File: src/rtl/ln_taylor_pkg.sv
// Shared types and constant helpers for the fixed-point natural-log engine.
package ln_taylor_pkg;

    typedef enum logic [2:0] {
        IDLE,
        NORM,
        POW,
        TERM,
        CORR,
        DONE
    } state_t;

    // Signed exponent width: enough for +/-W shifts plus a sign bit.
    function automatic int k_width(input int w);
        return $clog2(w) + 2;
    endfunction

    // round(2^f / n) for the series reciprocal table.
    function automatic longint recip_q(input int n, input int f);
        return ((longint'(1) << f) + longint'(n / 2)) / longint'(n);
    endfunction

    // round(ln2 * 2^f), derived from ln2 held in Q0.32.
    function automatic longint ln2_q(input int f);
        return (64'sd2977044472 + (64'sd1 << (31 - f))) >>> (32 - f);
    endfunction

endpackage

File: src/rtl/fx_mult_q.sv
// Signed W x W fixed-point multiplier: full product plus the Q-aligned,
// W-bit truncated result (arithmetic shift by F, rounding toward -inf).
module fx_mult_q #(
    parameter int W = 16,
    parameter int F = 12
) (
    input  logic [W-1:0]   a_i,
    input  logic [W-1:0]   b_i,
    output logic [W-1:0]   q_o,
    output logic [2*W-1:0] full_o
);

    logic signed [2*W-1:0] prod;

    assign prod   = $signed(a_i) * $signed(b_i);
    // Taking bits [F+W-1:F] equals (prod >>> F) truncated to W bits.
    assign q_o    = prod[F+W-1:F];
    assign full_o = prod;

endmodule

File: src/rtl/ln_taylor_engine.sv
// Self-sequenced ln(x) engine: range-reduce x to m*2^k with m in [0.75,1.5),
// sum an N-term alternating series for ln(1+u), then add k*ln2 and saturate.
module ln_taylor_engine
    import ln_taylor_pkg::*;
#(
    parameter int W        = 16,
    parameter int F        = 12,
    parameter int MAX_ITER = 7,
    parameter int GUARD    = 4
) (
    input  logic                          clk,
    input  logic                          rst,
    input  logic                          start_i,
    input  logic [W-1:0]                  x_i,
    input  logic [$clog2(MAX_ITER+1)-1:0] num_it_i,
    output logic                          ready_o,
    output logic                          valid_o,
    output logic [W-1:0]                  y_o,
    output logic                          err_o
);

    localparam int NW = $clog2(MAX_ITER + 1);
    localparam int KW = k_width(W);
    localparam int AW = W + GUARD;
    localparam int PW = 2 * W;

    localparam logic [W-1:0] ONE_Q = W'(1 << F);
    localparam logic [W-1:0] M_HI  = W'(3 << (F - 1));
    localparam logic [W-1:0] M_LO  = W'(3 << (F - 2));
    localparam logic [W-1:0] LN2_W = W'(ln2_q(F));

    // Entry 0 is unused padding so the table is indexed directly by n.
    function automatic logic [(MAX_ITER+1)*W-1:0] build_recip();
        logic [(MAX_ITER+1)*W-1:0] tab;
        tab = '0;
        for (int i = 1; i <= MAX_ITER; i++) begin
            tab[i*W +: W] = W'(recip_q(i, F));
        end
        return tab;
    endfunction

    localparam logic [(MAX_ITER+1)*W-1:0] RECIP_TAB = build_recip();

    state_t         state_q, state_d;
    logic [W-1:0]   m_q, m_d;
    logic [KW-1:0]  k_q, k_d;
    logic [NW-1:0]  n_q, n_d;
    logic [NW-1:0]  nmax_q, nmax_d;
    logic [W-1:0]   p_q, p_d;
    logic [W-1:0]   u_q, u_d;
    logic [AW-1:0]  acc_q, acc_d;
    logic [W-1:0]   y_q, y_d;
    logic           err_q, err_d;

    logic           x_nonpos;
    logic           m_hi;
    logic           m_lo;
    logic [NW-1:0]  n_clamp;
    logic [W-1:0]   recip_val;
    logic [W-1:0]   mul_a, mul_b;
    logic [W-1:0]   mul_q;
    logic [PW-1:0]  mul_full;
    logic [AW-1:0]  t_ext;
    logic [PW-1:0]  acc_ext;
    logic [PW-1:0]  r_sum;
    logic [W-1:0]   r_sat;

    assign x_nonpos  = x_i[W-1] | (x_i == '0);
    assign m_hi      = (m_q >= M_HI);
    assign m_lo      = (m_q < M_LO);
    assign recip_val = RECIP_TAB[int'(n_q)*W +: W];
    assign t_ext     = {{GUARD{mul_q[W-1]}}, mul_q};
    assign acc_ext   = {{(PW-AW){acc_q[AW-1]}}, acc_q};
    assign r_sum     = acc_ext + mul_full;

    // Clamp the requested term count into 1..MAX_ITER.
    always_comb begin
        n_clamp = num_it_i;
        if (num_it_i == '0) begin
            n_clamp = NW'(1);
        end else if (int'(num_it_i) > MAX_ITER) begin
            n_clamp = NW'(MAX_ITER);
        end
    end

    // Saturate the corrected sum into the W-bit signed range.
    always_comb begin
        r_sat = r_sum[W-1:0];
        if (r_sum[PW-1:W-1] != {(PW-W+1){r_sum[PW-1]}}) begin
            r_sat = r_sum[PW-1] ? {1'b1, {(W-1){1'b0}}} : {1'b0, {(W-1){1'b1}}};
        end
    end

    // Single shared multiplier: operands selected by the current state.
    always_comb begin
        mul_a = '0;
        mul_b = '0;
        case (state_q)
            POW: begin
                mul_a = p_q;
                mul_b = u_q;
            end
            TERM: begin
                mul_a = p_q;
                mul_b = recip_val;
            end
            CORR: begin
                mul_a = {{(W-KW){k_q[KW-1]}}, k_q};
                mul_b = LN2_W;
            end
            default: ;
        endcase
    end

    fx_mult_q #(
        .W (W),
        .F (F)
    ) u_mult (
        .a_i    (mul_a),
        .b_i    (mul_b),
        .q_o    (mul_q),
        .full_o (mul_full)
    );

    // State and datapath registers; reset discards any in-flight work.
    always_ff @(posedge clk or posedge rst) begin
        if (rst) begin
            state_q <= IDLE;
            m_q     <= '0;
            k_q     <= '0;
            n_q     <= '0;
            nmax_q  <= '0;
            p_q     <= '0;
            u_q     <= '0;
            acc_q   <= '0;
            y_q     <= '0;
            err_q   <= 1'b0;
        end else begin
            state_q <= state_d;
            m_q     <= m_d;
            k_q     <= k_d;
            n_q     <= n_d;
            nmax_q  <= nmax_d;
            p_q     <= p_d;
            u_q     <= u_d;
            acc_q   <= acc_d;
            y_q     <= y_d;
            err_q   <= err_d;
        end
    end

    // Next-state sequencing.
    always_comb begin
        state_d = state_q;
        case (state_q)
            IDLE: if (start_i) state_d = x_nonpos ? DONE : NORM;
            NORM: if (!m_hi && !m_lo) state_d = POW;
            POW:  state_d = TERM;
            TERM: state_d = (n_q == nmax_q) ? CORR : POW;
            CORR: state_d = DONE;
            DONE: state_d = IDLE;
            default: state_d = IDLE;
        endcase
    end

    // Datapath updates for each state.
    always_comb begin
        m_d    = m_q;
        k_d    = k_q;
        n_d    = n_q;
        nmax_d = nmax_q;
        p_d    = p_q;
        u_d    = u_q;
        acc_d  = acc_q;
        y_d    = y_q;
        err_d  = err_q;
        case (state_q)
            IDLE: begin
                if (start_i) begin
                    if (x_nonpos) begin
                        y_d   = '0;
                        err_d = 1'b1;
                    end else begin
                        m_d    = x_i;
                        k_d    = '0;
                        nmax_d = n_clamp;
                    end
                end
            end
            NORM: begin
                if (m_hi) begin
                    m_d = m_q >> 1;
                    k_d = k_q + 1'b1;
                end else if (m_lo) begin
                    // m < 0.75 here, so doubling stays below 1.5.
                    m_d = m_q << 1;
                    k_d = k_q - 1'b1;
                end else begin
                    u_d   = m_q - ONE_Q;
                    p_d   = ONE_Q;
                    n_d   = NW'(1);
                    acc_d = '0;
                end
            end
            POW: begin
                p_d = mul_q;
            end
            TERM: begin
                // Odd terms add, even terms subtract: ln(1+u) = u - u^2/2 + ...
                acc_d = n_q[0] ? (acc_q + t_ext) : (acc_q - t_ext);
                if (n_q != nmax_q) begin
                    n_d = n_q + 1'b1;
                end
            end
            CORR: begin
                y_d   = r_sat;
                err_d = 1'b0;
            end
            default: ;
        endcase
    end

    // Handshake and result outputs.
    always_comb begin
        ready_o = (state_q == IDLE);
        valid_o = (state_q == DONE);
        y_o     = y_q;
        err_o   = err_q;
    end

endmodule
File: config.mk
export PLATFORM = sky130hd
export DESIGN_NAME = ln_taylor_engine
export DESIGN_NICKNAME = d
export VERILOG_FILES = /design/src/rtl/ln_taylor_pkg.sv /design/src/rtl/fx_mult_q.sv /design/src/rtl/ln_taylor_engine.sv
export SDC_FILE = /design/constraint.sdc
export NUM_CORES = 1
export LEC_CHECK = 0
export CAP_MARGIN = 20
export CORE_MARGIN = 3
export CORE_UTILIZATION = 32
export DETAILED_ROUTE_END_ITERATION = 12
export DONT_BUFFER_PORTS = 1
export PLACE_DENSITY = 0.53
export SLEW_MARGIN = 15
export SYNTH_ARGS = -nofsm -noshare
export SYNTH_HDL_FRONTEND = slang
export SYNTH_SLANG_ARGS = --single-unit
File: constraint.sdc
create_clock -name clk -period 25.6 [get_ports clk]
set_input_delay 5.12 -clock clk [delete_from_list [all_inputs] [get_ports clk]]
set_output_delay 5.12 -clock clk [all_outputs]
set_load 0.1 [all_outputs]
# Word level (Yosys, flattened, before mapping)

Index checks and enable logic that the tools add are counted.

ROM bits: 0
Bits in writable memories: 0
Memories: 0
Register bits: 100
Word-level logic and storage cells: 97
Latch bits: 0
Output and inout bits: 19

Bitwise operators: 4
Divide/modulo/power cells: 0
Reductions and logical operators: 19
Shift-type cells: 1
Add/subtract/negate cells: 7
Eq/ne operators: 16
Multiplexer cells: 37
Magnitude comparators: 2
$mul: 1

Operator list:

| cell                        | count |
|---|---|
| $mux W16                    | 10 |
| $pmux W16 S2                | 4 |
| $shiftx A128 B8 Y16 const A | 1 |
| $mux W20                    | 3 |
| $pmux W16 S3                | 1 |
| $pmux W20 S2                | 1 |
| $add A32 B32 Y32            | 1 |
| $mul A16 B16 Y32            | 1 |
| $mux W3                     | 8 |
| $mux W6                     | 4 |
| $add A20 B20 Y20            | 1 |
| $sub A20 B20 Y20            | 1 |
| $ge A16 B13 Y1 const B      | 1 |
| $logic_not A16 Y1           | 1 |
| $lt A16 B12 Y1 const B      | 1 |
| $ne A16 B16 Y1              | 1 |
| $sub A16 B13 Y16 const B    | 1 |
| $pmux W3 S5                 | 1 |
| $reduce_and A3 Y1           | 5 |
| $ne A2 B2 Y1 const B        | 6 |
| $pmux W6 S2                 | 1 |
| $reduce_and A4 Y1           | 2 |
| $reduce_bool A2 Y1          | 4 |
| $add A6 B1 Y6 const B       | 1 |
| other kinds (19)            | 26 |

# Depth between registers and ports, before layout

Depth after elaboration: 8
Mapped depth: 43
Depth with buffers taken out: 41

# Cells and area by module

Synthesis repeated with hierarchy kept, for this count alone.

Cell total of the unflattened synthesis: 2,098
Area, all modules: 18,253.8 sq um

Modules (own cells, without submodules):

| module           | cells each | instances | area an instance (sq um) |
|---|---|---|---|
| fx_mult_q        | 1,136      | 1         | 10,103.4 |
| ln_taylor_engine | 962        | 1         | 8,150.3 |

# Least setup slack after synthesis

Ideal clock, no wire load.

Path kind: register to register
From: reg n_q[0]
To: reg y_q[2] (netlist: y_o[2])
Clock period less this slack: 9.592 ns
Data required time: 25.460 ns
Arrival: 9.452 ns
Setup time: 0.140 ns
Cell stages (with the launch flop): 37
Setup slack: 16.008 ns
Path through: dfrtp_1 clkbuf_1 inv_1 ha_1 and3_1 a21oi_1 nor2_1 nor2_1 nor2_1 fa_1 inv_1 fa_1 fa_1 fa_1 inv_1 fa_1 inv_1 fa_1 inv_1 ha_1 a211o_1 a21oi_1 a31oi_1 a2111oi_2 nor2_1 xnor2_1 ha_1 a21oi_1 a21oi_1 nand2_1 a31oi_4 or2_4 a32o_1 or4_1 o211ai_4 buf_6 o311ai_1

Cells in the longest elaborated chain, start to end: 7
Elaborated cells on any way between the ends: 8
Classes of those cells: 1 x add/sub; 1 x mul; 1 x eq/ne; 1 x shift; 4 x mux

RTL lines:

| element                                    | line                                           | source |
|---|---|---|
| from (decl)                                | ln_taylor_engine.sv:47                         | `logic [NW-1:0] n_q, n_d;` |
| from (signal assigned)                     | ln_taylor_engine.sv:142                        | `n_q <= n_d;` |
| $shiftx A128 B8 Y16 (*)                    | ln_taylor_engine.sv:71                         | `assign recip_val = RECIP_TAB[int'(n_q)*W +: W];` |
| $pmux W16 S3 (*)                           | ln_taylor_engine.sv:98                         | `case (state_q)` |
| $mul A16 B16 Y32 (*)                       | fx_mult_q.sv:15                                | `assign prod = $signed(a_i) * $signed(b_i);` |
| $add A32 B32 Y32 (*)                       | ln_taylor_engine.sv:74                         | `assign r_sum = acc_ext + mul_full;` |
| $ne A16 B16 Y1 or $mux W16 (tied branches) | ln_taylor_engine.sv:89, ln_taylor_engine.sv:90 |  |
| $mux W16 (*)                               | ln_taylor_engine.sv:89                         | `if (r_sum[PW-1:W-1] != {(PW-W+1){r_sum[PW-1]}}) begin` |
| $pmux W16 S2 (*)                           | ln_taylor_engine.sv:177                        | `case (state_q)` |
| to (signal assigned)                       | ln_taylor_engine.sv:147                        | `y_q <= y_d;` |
| to (decl)                                  | ln_taylor_engine.sv:52                         | `logic [W-1:0] y_q, y_d;` |

Every way passes the cells marked *; elsewhere a longest branch is shown, timed or not.
A chain may end at the register's enable or synchronous reset.

# Final worst setup path

From: reg state_q[0]
To: reg y_q[13] (netlist: y_o[13])

Cells in the longest elaborated chain, start to end: 8
Elaborated cells on any way between the ends: 17
Classes of those cells: 1 x add/sub; 1 x mul; 6 x eq/ne; 5 x mux; 4 x reduce/logical

RTL lines:

| element                                    | line                                           | source |
|---|---|---|
| from (decl)                                | ln_taylor_engine.sv:44                         | `state_t state_q, state_d;` |
| from (signal assigned)                     | ln_taylor_engine.sv:139                        | `state_q <= state_d;` |
| $eq A3 B2 Y1                               | ln_taylor_engine.sv:98                         |  |
| $reduce_or A2 Y1 (no line)                 | --                                             |  |
| $pmux W16 S2                               | ln_taylor_engine.sv:98                         |  |
| $mul A16 B16 Y32                           | fx_mult_q.sv:15                                |  |
| $add A32 B32 Y32                           | ln_taylor_engine.sv:74                         |  |
| $ne A16 B16 Y1 or $mux W16 (tied branches) | ln_taylor_engine.sv:89, ln_taylor_engine.sv:90 |  |
| $mux W16                                   | ln_taylor_engine.sv:89                         |  |
| $pmux W16 S2                               | ln_taylor_engine.sv:177                        |  |

Parallel ways exist; a longest one is shown, timed or not.

==> impl_metrics.ini <==
[routing]
dr.pass1.iters = 5
vias = 14470
drc = 0
drt_iter0_markers = 1138
viasPerCell = 5.139
wl_per_cell_microns = 18.54
wl_microns = 52210
antenna_left = 0

[worst_setup_path]
reg2reg_to = y_o[13]$_DFFE_PP0P_
reg2reg_from = state_q[0]$_DFFE_PP0P_
end_kind = flip-flop
slowest_stage = a21o_1
r2r_cells = 34
worstSetupStartpointType = flip-flop
cpPeakStageDelay_ns = 0.71
critical_path_class = flip-flop to flip-flop
arrival_ns = 11.83
ff2ff_setup_slack_ns = 13.98
worstPathMaxFanout = 22
cpMostUsedCell = fa_1
required_ns = 25.80

[sta]
setup_viol = 0
fin_crit_sh = 0.4541
period_minus_slack_ns = 11.62
finalHoldViolations = 0
maxSlewViolCount = 0
finalSetupTns_ns = 0
tightest_slew_ns = 1.037
finClkSkew_ns = 0.01528
rsz0062_at_grt = false
maxSlewHeadroom = 0.3085
fmax_mhz = 86.03

[synth]
synth_nets = 2536
ys_types = 86
synth_common_cells = 360 x inv_1, 265 x fa_1, 263 x nand2_1
ys.flop_type = dfrtp_1
synth_top_area_share = 0.2973
yosysTopAreaCell = fa_1
yosys-top-cells-area = fa_1 30%, dfrtp_1 14%, ha_1 10%
synth-seq-area-share = 0.1402
synth_edf_count = 0
syn_avg_cell_area_sq_um = 8.493
synth.most_common_cell = inv_1
syn_inst = 2101
syn-cell-area_sq_mm = 0.01784
yosys_warnings = 0
ys_seq_elements = 100
async_flop_share = 1.000

[die]
top_level_ports = 41
rows = 85
fp.dieW_microns = 242.1
die_area_sq_mm = 0.05863
coreArea_sq_mm = 0.05445
fp.dieH_microns = 242.1
start_util = 0.3277

[clock_tree]
cts.sink_count = 100
cts-resized-gates = 0
numCtsBuffers = 9
post-cts-setup-buffers = 0
htreeDepth = 3
clkLatencyLatePin_ns = 0.37
cts_root_buf = clkbuf_16
cts_tree = yes
clockBufferDepth = 2
clk_pin_slew_worst_paths_ns = 0.09
cts_hold_buf = 0

[outcome]
run_status = completed

[layout]
multi_input_area_sq_mm = 0.01376
n_fill_cell = 5717
drive_above_1_share = 0.04911
layout.nets = 2507
area_growth_pct = 7.180
register_area_sq_mm = 0.002502
antennaDiodeCount = 0

[placement]
place_hpwl_microns = 42190
port_buffers = 0
finalWeightedCongestion = 0.9110

[min_path]
worstHoldEndpoint = u_q[15]$_DFFE_PP0P_
worstHoldPathCells = 1
min_path_type = flip-flop to flip-flop
min_from = u_q[15]$_DFFE_PP0P_

[run]
cap_violations = 0

[grt]
antenna_found_initial = 2
grt_usage = 0.1797
grt_max_degree = 80
grt_pass1_vias = 14490
grt_remaining_overflow = 0
grt_pass1_wl_microns = 83630
[layout by cell type (no fill, tap or decap), types with 8 or more instances in the layout]
cell type	count
and3_1	15
nor2b_1	13
a31oi_1	13
o22ai_1	25
nand2b_1	19
xor2_1	36
mux2i_1	18
o21a_1	13
a21oi_1	113
nand3_1	34
and2_1	17
nand2_1	263
inv_1	359
o311ai_1	11
mux2_2	16
xnor2_1	58
a22o_1	8
o211ai_1	10
a211oi_1	9
nor2_1	202
fa_1	265
dfrtp_1	100
clkbuf_16	9
ha_1	148
o21ai_0	78
o21ai_1	11
nor3_1	27
a21o_1	34
buf_4	29
[per-layer routing]
layer  global-route usage  up-vias  share of wire  routed length (microns)
met3              0.03099       72          0.061                     3179
li1                     -     6743              -                        -
met4              0.05092        2          0.028                     1465
met1               0.2477     7238           0.45                    23430
met5                    0        -        0.00025                       13
met2               0.2901      417           0.46                    24120
[through the flow]
| step | util | setup slack [ns] | std cells | area, sq um | hold slack, ns |
|---|---|---|---|---|---|
| after floorplan | - | 16.01 | 2101 | 17840 | 0.4424 |
| after global placement | 0.3456 | 14.45 | 2800 | 18820 | 0.4878 |
| after detailed placement | 0.3456 | 14.20 | 2800 | 18820 | 0.4849 |
| after CTS | 0.3512 | 14.13 | 2816 | 19120 | 0.5060 |
| after global routing | 0.3512 | 13.18 | 2816 | 19130 | 0.5491 |
| final | 0.3512 | 13.98 | 2816 | 19130 | 0.5015 |
[layout make-up]
type                    count  share of cell area
clock inverters             7            0.004187
repair buffers             32             0.01485
multi-input cells        1569              0.7192
inverters                 360             0.07078
well taps                 739             0.04835
flip-flops and latches    100              0.1308
clock buffers               9             0.01178
[registers in the layout, summed over array words and instances, names as in the netlist]
register / flops
u_q: 16
nmax_q: 3
acc_q: 20
err_o: 1
n_q: 3
y_o: 16
p_q: 16
m_q: 16
k_q: 6
state_q: 3
[cells by family after synthesis]
logic type / after synthesis / synth area share
DFF: 100 / 0.1402
muxes: 34 / 0.02019
buffers and inverters: 432 / 0.09150
and+or+nand+nor: 631 / 0.1540
xor gates and xnor gates: 96 / 0.04831
AOI/OAI and AO/OA: 395 / 0.1447
adders and majority gates: 413 / 0.4011
[worst max path at each step]
stage	from	to	cells past startpoint	slack [ns]
3_5_place_dp	state_q[0]$_DFFE_PP0P_	y_o[13]$_DFFE_PP0P_	34	14.20
4_1_cts	state_q[0]$_DFFE_PP0P_	y_o[13]$_DFFE_PP0P_	34	14.13
3_3_place_gp	state_q[0]$_DFFE_PP0P_	y_o[12]$_DFFE_PP0P_	35	14.45
5_1_grt	state_q[0]$_DFFE_PP0P_	y_o[11]$_DFFE_PP0P_	34	13.18
6_report	state_q[0]$_DFFE_PP0P_	y_o[13]$_DFFE_PP0P_	34	13.98
2_1_floorplan	n_q[0]$_DFFE_PP0P_	y_o[2]$_DFFE_PP0P_	36	16.01
[critical path: cells and delay by family (launching register included)]
family,cells,cell delay (ns)
compound gates,13,4.01
fa+ha+maj,8,3.74
simple gates,7,2.13
flops,1,0.68
xor+xnor,1,0.61
buf+inv,5,0.27
Power is left out: the tool's default activity adds up to more than one toggle a clock period on the data nets, which glitch-free logic cannot reach.
